$ cat src/rtl/axil_pkg.sv
// Shared AXI-Lite register-slave types: response codes, register map and FSM states.
package axil_pkg;

    localparam int unsigned ADDR_W = 32;
    localparam int unsigned DATA_W = 32;
    localparam int unsigned STRB_W = DATA_W / 8;
    localparam int unsigned IDX_W  = ADDR_W - 2;

    localparam logic [1:0] RESP_OKAY   = 2'b00;
    localparam logic [1:0] RESP_SLVERR = 2'b10;

    localparam logic [ADDR_W-1:0] REG0_OFF = 32'h0000_0000;
    localparam logic [ADDR_W-1:0] REG1_OFF = 32'h0000_0004;
    localparam logic [ADDR_W-1:0] REG2_OFF = 32'h0000_0008;
    localparam logic [ADDR_W-1:0] REG3_OFF = 32'h0000_000C;

    typedef enum logic {
        W_IDLE,
        W_RESP
    } wstate_t;

    typedef enum logic {
        R_IDLE,
        R_DATA
    } rstate_t;

    typedef struct packed {
        logic [DATA_W-1:0] data;
        logic [STRB_W-1:0] strb;
    } wbeat_t;

endpackage

$ cat src/rtl/axil_if.sv
// AXI-Lite bus bundle with master and slave views.
interface axil_if;
    import axil_pkg::*;

    logic [ADDR_W-1:0] awaddr;
    logic              awvalid;
    logic              awready;
    logic [DATA_W-1:0] wdata;
    logic [STRB_W-1:0] wstrb;
    logic              wvalid;
    logic              wready;
    logic [1:0]        bresp;
    logic              bvalid;
    logic              bready;
    logic [ADDR_W-1:0] araddr;
    logic              arvalid;
    logic              arready;
    logic [DATA_W-1:0] rdata;
    logic [1:0]        rresp;
    logic              rvalid;
    logic              rready;

    modport master (
        output awaddr, awvalid, wdata, wstrb, wvalid, bready, araddr, arvalid, rready,
        input  awready, wready, bresp, bvalid, arready, rdata, rresp, rvalid
    );

    modport slave (
        input  awaddr, awvalid, wdata, wstrb, wvalid, bready, araddr, arvalid, rready,
        output awready, wready, bresp, bvalid, arready, rdata, rresp, rvalid
    );

endinterface

$ cat src/rtl/axil_reg_bank.sv
// Register storage: NUM_REGS-1 byte-writable registers plus a constant ID register at the top index.
module axil_reg_bank
    import axil_pkg::*;
#(
    parameter int unsigned NUM_REGS = 4,
    parameter logic [31:0] ID_VALUE = 32'hA5A5_0001
) (
    input  logic              clk,
    input  logic              rst,
    input  logic              we,
    input  logic [IDX_W-1:0]  widx,
    input  logic [DATA_W-1:0] wdata,
    input  logic [STRB_W-1:0] wstrb,
    input  logic [IDX_W-1:0]  ridx,
    output logic [DATA_W-1:0] rdata_c
);

    localparam int unsigned NUM_RW = NUM_REGS - 1;

    logic [DATA_W-1:0] regs [NUM_RW];

    // Byte-strobed write; the caller filters out-of-range and read-only targets.
    always_ff @(posedge clk or posedge rst) begin
        if (rst) begin
            for (int unsigned i = 0; i < NUM_RW; i++) begin
                regs[i] <= '0;
            end
        end else if (we) begin
            for (int unsigned i = 0; i < NUM_RW; i++) begin
                if (widx == IDX_W'(i)) begin
                    for (int unsigned b = 0; b < STRB_W; b++) begin
                        if (wstrb[b]) begin
                            regs[i][8*b +: 8] <= wdata[8*b +: 8];
                        end
                    end
                end
            end
        end
    end

    always_comb begin
        rdata_c = '0;
        if (ridx == IDX_W'(NUM_REGS - 1)) begin
            rdata_c = ID_VALUE;
        end
        for (int unsigned i = 0; i < NUM_RW; i++) begin
            if (ridx == IDX_W'(i)) begin
                rdata_c = regs[i];
            end
        end
    end

endmodule

$ cat src/rtl/axil_reg_slave.sv
// AXI-Lite register slave: independent write (AW/W/B) and read (AR/R) handshake FSMs over axil_reg_bank.
module axil_reg_slave
    import axil_pkg::*;
#(
    parameter int unsigned NUM_REGS = 4,
    parameter logic [31:0] ID_VALUE = 32'hA5A5_0001
) (
    input  logic clk,
    input  logic rst,
    axil_if.slave bus
);

    wstate_t           wstate, wstate_n;
    logic              aw_held, aw_held_n;
    logic              w_held, w_held_n;
    logic [IDX_W-1:0]  aw_idx, aw_idx_n;
    wbeat_t            w_beat, w_beat_n;
    logic [1:0]        bresp_q, bresp_n;
    logic              we;

    rstate_t           rstate, rstate_n;
    logic [DATA_W-1:0] rdata_q, rdata_n;
    logic [1:0]        rresp_q, rresp_n;
    logic [DATA_W-1:0] bank_rdata;

    logic              aw_hs, w_hs;
    logic              unused_addr_bits;

    assign unused_addr_bits = ^{bus.awaddr[1:0], bus.araddr[1:0]};

    assign bus.awready = !aw_held && (wstate == W_IDLE);
    assign bus.wready  = !w_held  && (wstate == W_IDLE);
    assign bus.bvalid  = (wstate == W_RESP);
    assign bus.bresp   = bresp_q;
    assign bus.arready = (rstate == R_IDLE);
    assign bus.rvalid  = (rstate == R_DATA);
    assign bus.rdata   = rdata_q;
    assign bus.rresp   = rresp_q;

    assign aw_hs = bus.awvalid && bus.awready;
    assign w_hs  = bus.wvalid  && bus.wready;

    // Write FSM: commit on the edge where the second of AW/W becomes held.
    always_comb begin
        wstate_n  = wstate;
        aw_held_n = aw_held;
        w_held_n  = w_held;
        aw_idx_n  = aw_idx;
        w_beat_n  = w_beat;
        bresp_n   = bresp_q;
        we        = 1'b0;
        case (wstate)
            W_IDLE: begin
                if (aw_hs) begin
                    aw_held_n = 1'b1;
                    aw_idx_n  = bus.awaddr[ADDR_W-1:2];
                end
                if (w_hs) begin
                    w_held_n = 1'b1;
                    w_beat_n = '{data: bus.wdata, strb: bus.wstrb};
                end
                if (aw_held_n && w_held_n) begin
                    wstate_n = W_RESP;
                    if (aw_idx_n >= IDX_W'(NUM_REGS - 1)) begin
                        bresp_n = RESP_SLVERR;
                    end else begin
                        bresp_n = RESP_OKAY;
                        we      = 1'b1;
                    end
                end
            end
            W_RESP: begin
                if (bus.bready) begin
                    wstate_n  = W_IDLE;
                    aw_held_n = 1'b0;
                    w_held_n  = 1'b0;
                end
            end
        endcase
    end

    // Read FSM: bank read is combinational, so a same-edge write is not yet visible.
    always_comb begin
        rstate_n = rstate;
        rdata_n  = rdata_q;
        rresp_n  = rresp_q;
        case (rstate)
            R_IDLE: begin
                if (bus.arvalid) begin
                    rstate_n = R_DATA;
                    rdata_n  = bank_rdata;
                    rresp_n  = (bus.araddr[ADDR_W-1:2] >= IDX_W'(NUM_REGS)) ? RESP_SLVERR : RESP_OKAY;
                end
            end
            R_DATA: begin
                if (bus.rready) begin
                    rstate_n = R_IDLE;
                end
            end
        endcase
    end

    always_ff @(posedge clk or posedge rst) begin
        if (rst) begin
            wstate  <= W_IDLE;
            aw_held <= 1'b0;
            w_held  <= 1'b0;
            aw_idx  <= '0;
            w_beat  <= '0;
            bresp_q <= RESP_OKAY;
            rstate  <= R_IDLE;
            rdata_q <= '0;
            rresp_q <= RESP_OKAY;
        end else begin
            wstate  <= wstate_n;
            aw_held <= aw_held_n;
            w_held  <= w_held_n;
            aw_idx  <= aw_idx_n;
            w_beat  <= w_beat_n;
            bresp_q <= bresp_n;
            rstate  <= rstate_n;
            rdata_q <= rdata_n;
            rresp_q <= rresp_n;
        end
    end

    axil_reg_bank #(
        .NUM_REGS (NUM_REGS),
        .ID_VALUE (ID_VALUE)
    ) u_bank (
        .clk     (clk),
        .rst     (rst),
        .we      (we),
        .widx    (aw_idx_n),
        .wdata   (w_beat_n.data),
        .wstrb   (w_beat_n.strb),
        .ridx    (bus.araddr[ADDR_W-1:2]),
        .rdata_c (bank_rdata)
    );

endmodule

$ cat src/flat_wrapper.sv
// flat-port wrapper written by rule: the top's interface ports become plain ports
module axil_reg_slave_flat import axil_pkg::*;
#(
    parameter int unsigned NUM_REGS = 4,
    parameter logic [31:0] ID_VALUE = 32'hA5A5_0001
)
  (clk, rst, bus_awaddr, bus_awvalid, bus_wdata, bus_wstrb, bus_wvalid, bus_bready, bus_araddr, bus_arvalid, bus_rready, bus_awready, bus_wready, bus_bresp, bus_bvalid, bus_arready, bus_rdata, bus_rresp, bus_rvalid);
  axil_if bus_i ();
  input  logic clk;
  input  logic rst;
  input wire logic [$bits(bus_i.awaddr)-1:0] bus_awaddr;
  input wire logic [$bits(bus_i.awvalid)-1:0] bus_awvalid;
  input wire logic [$bits(bus_i.wdata)-1:0] bus_wdata;
  input wire logic [$bits(bus_i.wstrb)-1:0] bus_wstrb;
  input wire logic [$bits(bus_i.wvalid)-1:0] bus_wvalid;
  input wire logic [$bits(bus_i.bready)-1:0] bus_bready;
  input wire logic [$bits(bus_i.araddr)-1:0] bus_araddr;
  input wire logic [$bits(bus_i.arvalid)-1:0] bus_arvalid;
  input wire logic [$bits(bus_i.rready)-1:0] bus_rready;
  output wire logic [$bits(bus_i.awready)-1:0] bus_awready;
  output wire logic [$bits(bus_i.wready)-1:0] bus_wready;
  output wire logic [$bits(bus_i.bresp)-1:0] bus_bresp;
  output wire logic [$bits(bus_i.bvalid)-1:0] bus_bvalid;
  output wire logic [$bits(bus_i.arready)-1:0] bus_arready;
  output wire logic [$bits(bus_i.rdata)-1:0] bus_rdata;
  output wire logic [$bits(bus_i.rresp)-1:0] bus_rresp;
  output wire logic [$bits(bus_i.rvalid)-1:0] bus_rvalid;
  assign bus_i.awaddr = bus_awaddr;
  assign bus_i.awvalid = bus_awvalid;
  assign bus_i.wdata = bus_wdata;
  assign bus_i.wstrb = bus_wstrb;
  assign bus_i.wvalid = bus_wvalid;
  assign bus_i.bready = bus_bready;
  assign bus_i.araddr = bus_araddr;
  assign bus_i.arvalid = bus_arvalid;
  assign bus_i.rready = bus_rready;
  assign bus_awready = bus_i.awready;
  assign bus_wready = bus_i.wready;
  assign bus_bresp = bus_i.bresp;
  assign bus_bvalid = bus_i.bvalid;
  assign bus_arready = bus_i.arready;
  assign bus_rdata = bus_i.rdata;
  assign bus_rresp = bus_i.rresp;
  assign bus_rvalid = bus_i.rvalid;
  axil_reg_slave #(.NUM_REGS(NUM_REGS), .ID_VALUE(ID_VALUE)) u_core (.clk(clk), .rst(rst), .bus(bus_i));
endmodule
$ cat config.mk
export PLATFORM = sky130hd
export DESIGN_NAME = axil_reg_slave_flat
export DESIGN_NICKNAME = d
export VERILOG_FILES = /design/src/rtl/axil_pkg.sv /design/src/rtl/axil_if.sv /design/src/rtl/axil_reg_bank.sv /design/src/rtl/axil_reg_slave.sv /design/src/flat_wrapper.sv
export SDC_FILE = /design/constraint.sdc
export NUM_CORES = 1
export LEC_CHECK = 0
export ABC_AREA = 1
export BUFFER_PORTS_ARGS = -buffer_cell sky130_fd_sc_hd__clkbuf_2
export CAP_MARGIN = 20
export CELL_PAD_IN_SITES_DETAIL_PLACEMENT = 0
export CELL_PAD_IN_SITES_GLOBAL_PLACEMENT = 1
export CORE_UTILIZATION = 46
export DETAILED_ROUTE_END_ITERATION = 7
export GPL_TIMING_DRIVEN = 0
export PLACE_DENSITY_LB_ADDON = 0.1
export SETUP_SLACK_MARGIN = 0.05
export SYNTH_ARGS = -nofsm -noshare
export SYNTH_HDL_FRONTEND = slang
export SYNTH_SLANG_ARGS = --single-unit
$ cat constraint.sdc
create_clock -name clk -period 12.1 [get_ports clk]
set_input_delay 0.605 -clock clk [delete_from_list [all_inputs] [get_ports clk]]
set_output_delay 0.605 -clock clk [all_outputs]
set_load 0.02 [all_outputs]
-- Yosys cells after proc, flatten, opt, wreduce, memory -nomap -nowiden
Cells that the tools add are included.
- register bits: 202
- input port bits: 107
- output and inout port bits: 41
- logic and storage cells: 82
- magnitude comparators: 2
- equal/unequal tests: 6
- multiplexer cells: 27
- bitwise operators: 2
- reduce and logical (&&, ||, !) cells: 23
- operator list (kind ; number):
    $mux 32 ; 4
    $eq 30x2->1 const B ; 3
    $mux 30 ; 3
    $mux 36 ; 2
    $eq 30x1->1 const B ; 2
    $logic_not 30->1 ; 2
    $reduce_and 3->1 ; 12
    $ge 30x2->1 const B ; 1
    $ge 30x3->1 const B ; 1
    $mux 1 ; 12
    $pmux 1 s2 ; 4
    $logic_and 1x1->1 ; 5
    $mux 2 ; 2
    $reduce_and 2->1 ; 2
    $logic_not 1->1 ; 2
    $ne 2x2->1 const B ; 1
    $not 1->1 ; 2

-- Longest topological paths before layout
Gate-level depths: netlist of run 1.
- depth in word-level cells: 10
- depth in mapped cells: 15
- depth with buffers taken out: 13

-- Cells and area by module
Synthesis of run 1 repeated with hierarchy kept, for this count alone.
- cell total of the unflattened synthesis: 1210
- area, all modules: 9799.4 um2
- by module, submodules not included (module ; instances ; cells an instance ; area an instance (um2) ; seq. area each (um2)):
    axil_reg_bank ; 1 ; 726 ; 5216.3 ; 2402.3
    axil_reg_slave ; 1 ; 484 ; 4583.1 ; 2602.5

-- Worst setup path after synthesis of run 1
OpenSTA, ideal clock, no wires.
- path type: input to register
- from: input port bus_awvalid
- to: register u_core.u_bank.regs[17] in the netlist's numbering
- library setup time: 0.119 ns
- data arrival time: 2.096 ns
- required time: 11.981 ns
- setup slack: 9.886 ns
- stages: 12
- path buffers: 3
- path through: buf_2 -> clkbuf_1 -> nand3b_1 -> nand2_2 -> nand2_1 -> nor2_1 -> nand2_1 -> nor2_4 -> buf_12 -> nand4_4 -> nand2_1 -> nand2_1
- word-level cells in the longest chain between the ends: 8
- elaborated cells on any way between the ends: 13
- classes of those cells: order compare (1); eq/ne (1); mux (8); reduce/logical (3)
- RTL lines (element ; RTL line ; text):
    from (decl) ; flat_wrapper.sv:12 ; input wire logic [$bits(bus_i.awvalid)-1:0] bus_awvalid;
    $logic_and 1x1->1 * ; axil_reg_slave.sv:40 ; assign aw_hs = bus.awvalid && bus.awready;
    $mux 30 ; axil_reg_slave.sv:54 ; if (aw_hs) begin
    $mux 30 ; axil_reg_slave.sv:52 ; case (wstate)
    $ge 30x2->1 ; axil_reg_slave.sv:64 ; if (aw_idx_n >= IDX_W'(NUM_REGS - 1)) begin
    $mux 1 ; axil_reg_slave.sv:64 ;
    $mux 1 ; axil_reg_slave.sv:62 ; if (aw_held_n && w_held_n) begin
    $mux 1 ; axil_reg_slave.sv:52 ;
    $reduce_and 3->1 (no line) * ; n/a ;
    to (signal, indexed assignment) ; axil_reg_bank.sv:33 ; regs[i][8*b +: 8] <= wdata[8*b +: 8];
    to (decl) ; axil_reg_bank.sv:20 ; logic [DATA_W-1:0] regs [NUM_RW];
Mark *: on every way between the ends. The rest lies on a longest branch, timed or not. The select of a mux whose other input is x is not followed.
A chain may end at the register's enable or synchronous reset.

-- Worst setup path in the final report of run 1
- from: input port bus_araddr[2]
- to: register u_core.rdata_q[10] (netlist: u_core.bus.rdata[10])
- word-level cells in the longest chain between the ends: 4
- elaborated cells on any way between the ends: 6
- classes of those cells: eq/ne (2); mux (3); reduce/logical (1)
- RTL lines (element ; RTL line ; text):
    from (decl) ; flat_wrapper.sv:17 ; input wire logic [$bits(bus_i.araddr)-1:0] bus_araddr;
    $logic_not 30->1 ; axil_reg_bank.sv:47 ; if (ridx == IDX_W'(i)) begin
    $mux 32 (2 in series) ; axil_reg_bank.sv:47 ;
    $mux 32 * ; axil_reg_bank.sv:47 ;
    to (signal assigned) ; axil_reg_slave.sv:122 ; rdata_q <= rdata_n;
    to (decl) ; axil_reg_slave.sv:22 ; logic [DATA_W-1:0] rdata_q, rdata_n;
Mark *: on every way between the ends. The rest lies on a longest branch, timed or not.

==> results of run 1 <==
==> where the power goes <==
part | switching [mW] | internal [mW] | total (mW)
Sequential | 0.0371 | 0.780 | 0.817
Clock | 0.262 | 0.370 | 0.632
Combinational | 0.443 | 0.193 | 0.636
==> cell families (layout without fill, tap and decap cells) <==
| kind of cell | after synthesis | after routing | share of synthesized area [%] |
|---|---|---|---|
| AND/OR/NAND/NOR | 738 | 738 | 36.6 |
| flip-flops | 200 | 200 | 51.3 |
| buffers and inverters | 126 | 300 | 6.57 |
| multiplexers | 36 | 36 | 4.16 |
| AO/OA/AOI/OAI | 19 | 19 | 1.30 |
| other | 1 | 2 | 0.0384 |
==> layout by cell type (no fill, tap or decap), drive strengths merged, types with 2 or more instances in the layout <==
cell	count
nand4	114
nor2	50
conb	2
mux2	36
clkbuf	182
nand3	121
nand3b	13
nor4	2
a221oi	8
clkinv	9
o21ai	9
bufinv	5
dfrtp	200
or2	2
buf	45
nand2	435
inv	58
==> through the flow <==
step / cells / power (mW) / setup WS, ns
4_1_cts: 1565 / 2.10 / 9.56
3_5_place_dp: 1533 / 1.46 / 9.11
2_1_floorplan: 1121 / 1.28 / 6.04
3_3_place_gp: 1531 / 1.46 / 3.55
5_1_grt: 1565 / 2.20 / 9.26
6_report: 1565 / 2.08 / 9.50
==> final timing paths <==
| kind | from | endpoint | slack [ns] | cells after the start |
|---|---|---|---|---|
| worst max-delay path | bus_araddr[2] | u_core.bus.rdata[10]$_DFFE_PP0P_ | 9.50 | 10 |
| worst min-delay path | rst | u_core.bus.rdata[28]$_DFFE_PP0P_ | 0.25 | 2 |
| worst max register to register | u_core.bus.bvalid$_DFF_PP0_ | u_core.u_bank.regs[17]$_DFFE_PP0P_ | 9.59 | 6 |
| worst min register to register | u_core.aw_idx[9]$_DFF_PP0_ | u_core.aw_idx[9]$_DFF_PP0_ | 0.47 | 2 |
| max in group asynchronous | rst | u_core.u_bank.regs[46]$_DFFE_PP0P_ | 10.84 | 3 |
| min in group clk | bus_rready | u_core.bus.rvalid$_DFF_PP0_ | 0.35 | 2 |
==> metal layers <==
layer  global-route usage [%]  vias to the layer above
met2                     43.1                      250
met5                        0                        -
met1                     38.4                     4017
li1                         -                     4058
met3                     3.58                       29
met4                     8.35                        0
==> cell type report <==
class | count | area (um2) | share of cell area [%]
Clock buffer | 19 | 433 | 3.77
Inverter | 60 | 233 | 2.03
Timing Repair Buffer | 142 | 733 | 6.38
Multi-Input combinational cell | 795 | 4110 | 35.8
Clock inverter | 13 | 219 | 1.91
Tap cell | 270 | 338 | 2.94
Sequential cell | 200 | 5000 | 43.6
Buffer | 66 | 415 | 3.62
==> critical path, cell delays in order <==
cell and delay, ns:
clkbuf_2 0.14, inv_1 0.07, nor2_2 0.37, inv_1 0.10, nor4_2 0.67, clkbuf_1 0.52
nand3_1 0.15, nand3_1 0.13, nand2_1 0.11, nand2_1 0.10
==> sequential cells by signal, indices dropped and copies added, names as in the netlist <==
name / flops
u_core.u_bank.regs: 96
u_core.bus.rdata: 32
u_core.aw_held: 1
u_core.bus.bvalid: 1
u_core.bus.rvalid: 1
u_core.bus.rresp: 1
u_core.w_held: 1
u_core.w_beat: 36
u_core.bus.bresp: 1
u_core.aw_idx: 30
==> flow_summary_export.csv, run 1 <==
group,metric,value,unit
synth,synth_area_leaders,"dfrtp_1 51%, nand2_1 16%, nand4_1 6.5%, nand3_1 6.2%, mux2_2 4.2%",
cells_and_area,num-fill-cells,1999,
placement,placed_cell_area,10800,um2
min_path,hp-class,"primary input to async pin",
setup_path,critPathKind,"primary input to register",
cells_and_area,drive_gt1_share,22.2,%
timing,finalHoldViolCount,0,
run_status,status,"complete, no violations",
synth,synth_top_area_share,51.3,%
synth,ys_async_sr_fraction,100,%
placement,place_congestion,0.826,
routing,firstDrtPassIters,5,
routing,vias,8354,
clock_network,cts_buffer_depth,2,
placement,hpwl,19000,um
synth,synthDistinctLibCells,31,
synth,syn_area,9760,um2
global_route,grt-ovfl-total,0,
timing,worst_pin_slew,0.985,ns
global_route,grt_pass1_wl,45000,um
timing,finalSetupTns,0,ns
setup_path,start_kind,"primary input",
routing,drc,0,
power,p_leak,6.28,nW
clock_network,clock_sinks,200,
global_route,grt_pass1_vias,8215,
floorplan,die_x,148,um
synth,yosysWarnings,0,
clock_network,htree_num_levels,4,
routing,drt-vias-per-instance,5.34,
floorplan,die_area,21800,um2
routing,wl_met1,12600,um
clock_network,post-cts-setup-buffers,0,
setup_path,critPathMaxFanout,10,
floorplan,rows,52,
synth,ys_ff_latch,200,
synth,syn_inst,1120,
synth,ys_seq_area_share,51.3,%
timing,max_freq,0.384,GHz
synth,synth_most_common_cell,"nand2_1",
synth,synth-edff-count,0,
power,power_density,181,nW/um2
floorplan,initial_utilization,47.6,%
synth,synthTopCellsByCount,"428 x nand2_1, 200 x dfrtp_1, 121 x nand3_1, 101 x nand4_1, 50 x inv_1",
timing,fin_skew,0.0130,ns
clock_network,clockRootBuffer,"clkbuf_16",
clock_network,clk_latency,0.44,ns
clock_network,cts_tree,"yes",
floorplan,io_pins,148,
setup_path,end_kind,"register",
global_route,track_usage,27.0,%
timing,finalHoldWorstSlack,0.254,ns
timing,period_share,21.5,%
cells_and_area,final_area,11500,um2
floorplan,coreArea,20500,um2
global_route,antenna_found_initial,0,
clock_network,postCtsHoldBufs,0,
routing,wl,27500,um
floorplan,die_h,148,um
synth,synth_top_cell_by_area,"dfrtp_1",
power,vdd_drop_max,0.104,mV
timing,setup_viol,0,
setup_path,arrival,2.99,ns
cells_and_area,nets,1389,
synth,ys.flop_type,"dfrtp_1",
synth,syn_area_per_cell,8.71,um2
placement,port_buffers,140,
cells_and_area,diodes,0,
routing,met3_length,1330,um
run,drv_cap,0,
routing,routedWlPerCell,17.6,um
routing,highest_layer,"met4",
routing,antenna_left,0,
timing,period_minus_slack,2.60,ns
clock_network,cts.clk_slew.worst_paths,0.08,ns
routing,drt-initial-drc-count,579,
clock_network,cts_made_buffers,17,
timing,rsz0062_at_grt,"no",
clock_network,cts_resized,0,
setup_path,cp.required,12.48,ns
cells_and_area,syn_to_final_growth,17.8,%
routing,dr_wl_met2,13100,um
timing,finalMaxSlewViolations,0,
cells_and_area,utilization,56.1,%
timing,relSlewSlack,34.1,%
global_route,grt_max_degree,118,
No activity file was read; power rests on OpenSTA's default activity.
==> run 2, diff against run 1 <==
- CORE_UTILIZATION: 46 -> 43
- clock period: 12.1 -> 2.7 ns (I/O delays scaled with it)
==> flow_summary_export.csv, run 2 (synthesis results as in run 1) <==
group,metric,value,unit
setup_path,arrival,2.79,ns
clock_network,htree_num_levels,4,
setup_path,path_cells,"nor2_1 -> nand2_1 -> mux2_2 -> clkbuf_1 -> nand4_1 -> nand2_1",
routing,wl,28200,um
timing,finalMaxSlewViolations,0,
placement,place_ws,0.139,ns
timing,finalSetupTns,0,ns
cells_and_area,diodes,0,
min_path,hold_start,"bus_wdata[8]",
cells_and_area,layout_common_cells,"428 x nand2_1, 200 x dfrtp_1, 140 x clkbuf_2",
routing,routedWlPerCell,17.3,um
timing,rsz0062_at_grt,"no",
min_path,hp-class,"primary input to register",
min_path,hold_depth,2,
setup_path,start_kind,"register",
timing,finalHoldViolCount,0,
run,drv_cap,0,
global_route,grt_max_degree,43,
clock_network,clock_sinks,200,
run_status,status,"finished with violations",
timing,period_share,89.3,%
clock_network,clockRootBuffer,"clkbuf_16",
timing,worst_pin_slew,0.966,ns
global_route,grt_pass1_vias,8592,
setup_path,reg2reg_setup_slack,0.29,ns
power,p_total,9.11,mW
floorplan,initial_utilization,44.3,%
cells_and_area,syn_to_final_growth,22.8,%
cells_and_area,top_register,"u_core.u_bank.regs",
routing,drt-vias-per-instance,5.23,
global_route,track_usage,25.6,%
timing,worst_slack,0.289,ns
clock_network,cts.clk_slew.worst_paths,0.07,ns
timing,period_minus_slack,2.41,ns
floorplan,die_x,153,um
global_route,grt-ovfl-total,0,
setup_path,r2r_start,"u_core.bus.bvalid$_DFF_PP0_",
timing,relSlewSlack,35.3,%
setup_path,critPathMaxStageDelay,0.57,ns
power,p_leak,6.47,nW
run_status,violations,"DRC",
setup_path,cp.required,3.07,ns
floorplan,coreArea,22000,um2
floorplan,io_pins,148,
routing,antenna_left,0,
placement,port_buffers,140,
setup_path,regToRegEndpoint,"u_core.u_bank.regs[60]$_DFFE_PP0P_",
setup_path,cp.buffers_inverters,1,
global_route,antenna_found_initial,0,
timing,setup_viol,0,
routing,drt-initial-drc-count,613,
timing,fin_skew,0.0120,ns
clock_network,cts_tree,"yes",
setup_path,reg2reg_depth,6,
placement,place_congestion,0.796,
setup_path,end_kind,"register",
floorplan,die_area,23300,um2
min_path,hold_end,"u_core.w_beat[12]$_DFF_PP0_",
cells_and_area,num-fill-cells,2156,
cells_and_area,nets,1442,
routing,vias,8521,
routing,firstDrtPassIters,8,
timing,max_freq,0.415,GHz
floorplan,rows,54,
clock_network,clk_latency,0.44,ns
placement,hpwl,19800,um
power,vdd_drop_max,0.442,mV
setup_path,crit_top_cell,"nand2_1",
global_route,grt_pass1_wl,46400,um
floorplan,die_h,153,um
clock_network,cts_buffer_depth,2,
clock_network,cts_made_buffers,17,
routing,drc,5,
cells_and_area,drive_gt1_share,21.9,%
setup_path,critPathKind,"register to register",
setup_path,crit_slowest_cell,"mux2_2",
setup_path,critPathMaxFanout,10,
cells_and_area,final_common_cell,"nand2_1",
cells_and_area,largest_reg_flops,96,
setup_path,crit_family,"simple AND/OR/NAND/NOR gates",
power,power_density,761,nW/um2
run 2: per-layer routing:
layer	vias to the layer above	global-route usage, %	routed length [um]
li1	4160	-	-
met1	4102	35.5	13100
met2	230	41.4	13400
met3	29	3.81	1170
met4	0	7.84	607
met5	-	0	0
run 2: final cells by class:
cell class | count | area (um2) | area share, %
Clock inverter | 14 | 131 | 1.10
Buffer | 66 | 427 | 3.56
Tap cell | 280 | 350 | 2.93
Inverter | 60 | 229 | 1.91
Sequential cell | 200 | 5000 | 41.8
Multi-Input combinational cell | 795 | 4110 | 34.4
Clock buffer | 18 | 429 | 3.58
Timing Repair Buffer | 195 | 1290 | 10.8
run 2: worst max path at each step:
stage	startpoint	end	slack [ns]	depth (start not counted)
6_report	u_core.bus.bvalid$_DFF_PP0_	u_core.u_bank.regs[60]$_DFFE_PP0P_	0.29	6
2_1_floorplan	rst	u_core.aw_held$_DFFE_PP0P_	-0.02	1
4_1_cts	u_core.bus.bvalid$_DFF_PP0_	u_core.u_bank.regs[87]$_DFFE_PP0P_	0.17	12
3_3_place_gp	rst	u_core.bus.rdata[6]$_DFFE_PP0P_	-1.41	2
5_1_grt	u_core.bus.bvalid$_DFF_PP0_	u_core.u_bank.regs[8]$_DFFE_PP0P_	0.06	14
3_5_place_dp	bus_araddr[2]	u_core.bus.rdata[10]$_DFFE_PP0P_	0.14	10
run 2: metrics by stage:
| step | area, um2 | hold slack (ns) | utilization (%) | instances |
|---|---|---|---|---|
| after global routing | 12000 | 0.00532 | 54.4 | 1628 |
| after floorplan | 9760 | 0.231 | - | 1121 |
| after global placement | 10800 | 0.326 | 49.1 | 1541 |
| final | 12000 | 0.00535 | 54.4 | 1628 |
| after CTS | 12000 | 0.000150 | 54.3 | 1626 |
| after detailed placement | 10900 | 0.0745 | 49.6 | 1547 |
run 2: what timing repair did:
item | in CTS | in global routing
hold endpoints to repair | 131 | 0
setup buffers | 0 | 2
gates resized for setup | 0 | 5
hold buffers | 47 | 0
endpoints found under the setup margin | 0 | 81
run 2: power by group:
group	switching (mW)	internal, mW
Combinational	2.00	0.947
Clock	1.27	1.23
Sequential	0.165	3.49
Total	3.44	5.67
==> run 3, diff against run 2 <==
- CORE_UTILIZATION: 43 -> 46
- RECOVER_POWER: not set -> 25
- clock period: 2.7 -> 3.1 ns (I/O delays scaled with it)
==> flow_summary_export.csv, run 3 (synthesis results as in run 1) <==
group,metric,value,unit
floorplan,die_x,148,um
cells_and_area,largest_reg_flops,96,
setup_path,arrival,2.88,ns
power,vdd_drop_max,0.401,mV
global_route,antenna_found_initial,0,
cells_and_area,diodes,0,
clock_network,cts_resized,0,
timing,finalMaxSlewViolations,0,
timing,rsz0062_at_grt,"no",
clock_network,cts_buffer_depth,2,
clock_network,htree_num_levels,4,
setup_path,start_kind,"register",
routing,wl,27700,um
global_route,grt_pass1_vias,8395,
power,pwr-share-seq,40.6,%
floorplan,initial_utilization,47.6,%
floorplan,coreArea,20500,um2
power,intPower,4.89,mW
cells_and_area,layoutNonFillerInstCount,1591,
timing,setup_viol,0,
global_route,grt_max_degree,43,
floorplan,die_area,21800,um2
routing,drt-initial-drc-count,545,
placement,place_inst,1537,
timing,fin_skew,0.0119,ns
floorplan,rows,52,
run_status,status,"complete, no violations",
setup_path,cp-startpoint,"u_core.bus.bvalid$_DFF_PP0_",
power,p_total,7.87,mW
timing,period_minus_slack,2.50,ns
timing,period_share,80.8,%
timing,relSlewSlack,32.2,%
cells_and_area,final_area,11700,um2
setup_path,end_kind,"register",
cells_and_area,layout_common_cells,"428 x nand2_1, 200 x dfrtp_1, 122 x clkbuf_2",
timing,worst_pin_slew,1.02,ns
min_path,hp-class,"primary input to register",
cells_and_area,top_register,"u_core.u_bank.regs",
setup_path,r2r_start,"u_core.bus.bvalid$_DFF_PP0_",
placement,place_congestion,0.807,
power,clkPwrFrac,27.5,%
routing,drt-vias-per-instance,5.36,
power,p_switching,2.98,mW
cells_and_area,final_common_cell,"nand2_1",
min_path,hold_start,"bus_wdata[10]",
placement,port_buffers,140,
clock_network,cts_tree,"yes",
clock_network,clockRootBuffer,"clkbuf_16",
floorplan,die_h,148,um
power,p_leak,6.29,nW
cells_and_area,syn_to_final_growth,19.4,%
routing,vias,8523,
clock_network,cts_made_buffers,17,
power,power_density,675,nW/um2
timing,finalHoldViolCount,0,
clock_network,post-cts-setup-buffers,0,
floorplan,io_pins,148,
timing,finalHoldWorstSlack,0.00485,ns
global_route,grt_pass1_wl,45700,um
setup_path,cp.required,3.48,ns
setup_path,critPathMaxFanout,10,
timing,max_freq,0.399,GHz
clock_network,clock_sinks,200,
placement,placed_cell_area,10900,um2
routing,drc,0,
cells_and_area,nets,1415,
placement,hpwl,19500,um
cells_and_area,drive_gt1_share,20.8,%
clock_network,postCtsHoldBufs,22,
clock_network,cts.clk_slew.worst_paths,0.08,ns
power,swShare,37.9,%
placement,place_ws,0.562,ns
routing,antenna_left,0,
routing,firstDrtPassIters,5,
global_route,grt-ovfl-total,0,
power,p_comb_share,31.9,%
setup_path,critPathKind,"register to register",
global_route,track_usage,27.1,%
timing,worst_slack,0.596,ns
routing,routedWlPerCell,17.4,um
run,drv_cap,0,
clock_network,clk_latency,0.45,ns
==> run 3: worst max-delay path: stages (launching register included) <==
cell	delay, ns
dfrtp_1	0.47
nor2_1	0.25
nand2_1	0.42
mux2_2	0.55
clkbuf_1	0.48
nand4_1	0.17
nand2_1	0.10
==> run 3: routing by layer <==
metal | routed length [um] | vias to the layer above | track usage [%]
met1 | 12700 | 4125 | 38.5
met3 | 1420 | 28 | 3.55
met5 | 0 | - | 0
met4 | 424 | 0 | 6.80
li1 | - | 4102 | -
met2 | 13100 | 268 | 44.0
==> run 3: worst paths after layout <==
path,endpoint,slack (ns),depth (start not counted)
worst max-delay path,u_core.u_bank.regs[60]$_DFFE_PP0P_,0.60,6
worst min-delay path,u_core.w_beat[14]$_DFF_PP0_,0.005,2
worst max register to register,u_core.u_bank.regs[60]$_DFFE_PP0P_,0.60,6
worst min register to register,u_core.aw_idx[14]$_DFF_PP0_,0.48,2
max in group asynchronous,u_core.u_bank.regs[5]$_DFFE_PP0P_,1.14,5
min in group asynchronous,u_core.bus.rdata[28]$_DFFE_PP0P_,0.41,3
==> run 3: power by group through the flow <==
stage                     logic (mW)  registers (mW)  clock network, mW
after floorplan                 1.79            3.22                  0
after global placement          2.46            3.23                  0
after detailed placement        2.48            3.24                  0
after CTS                       2.51            3.19               2.19
after global routing            2.81            3.25               2.30
final                           2.51            3.19               2.16
==> run 3: final cells by class <==
type,count,area (um2)
fill,1969,8840
sequential,200,5000
multi-input combinational,795,4110
clock buffer,17,425
clock inverter,15,141
tap,270,338
inverter,60,226
timing repair buffer,168,987
buffer,66,415
==> run 3: metrics by stage <==
step | utilization, % | setup TNS (ns)
after floorplan | - | 0
after global placement | 52.7 | -191.67
after detailed placement | 53.2 | 0
after CTS | 57.1 | 0
after global routing | 56.9 | 0
final | 56.9 | 0
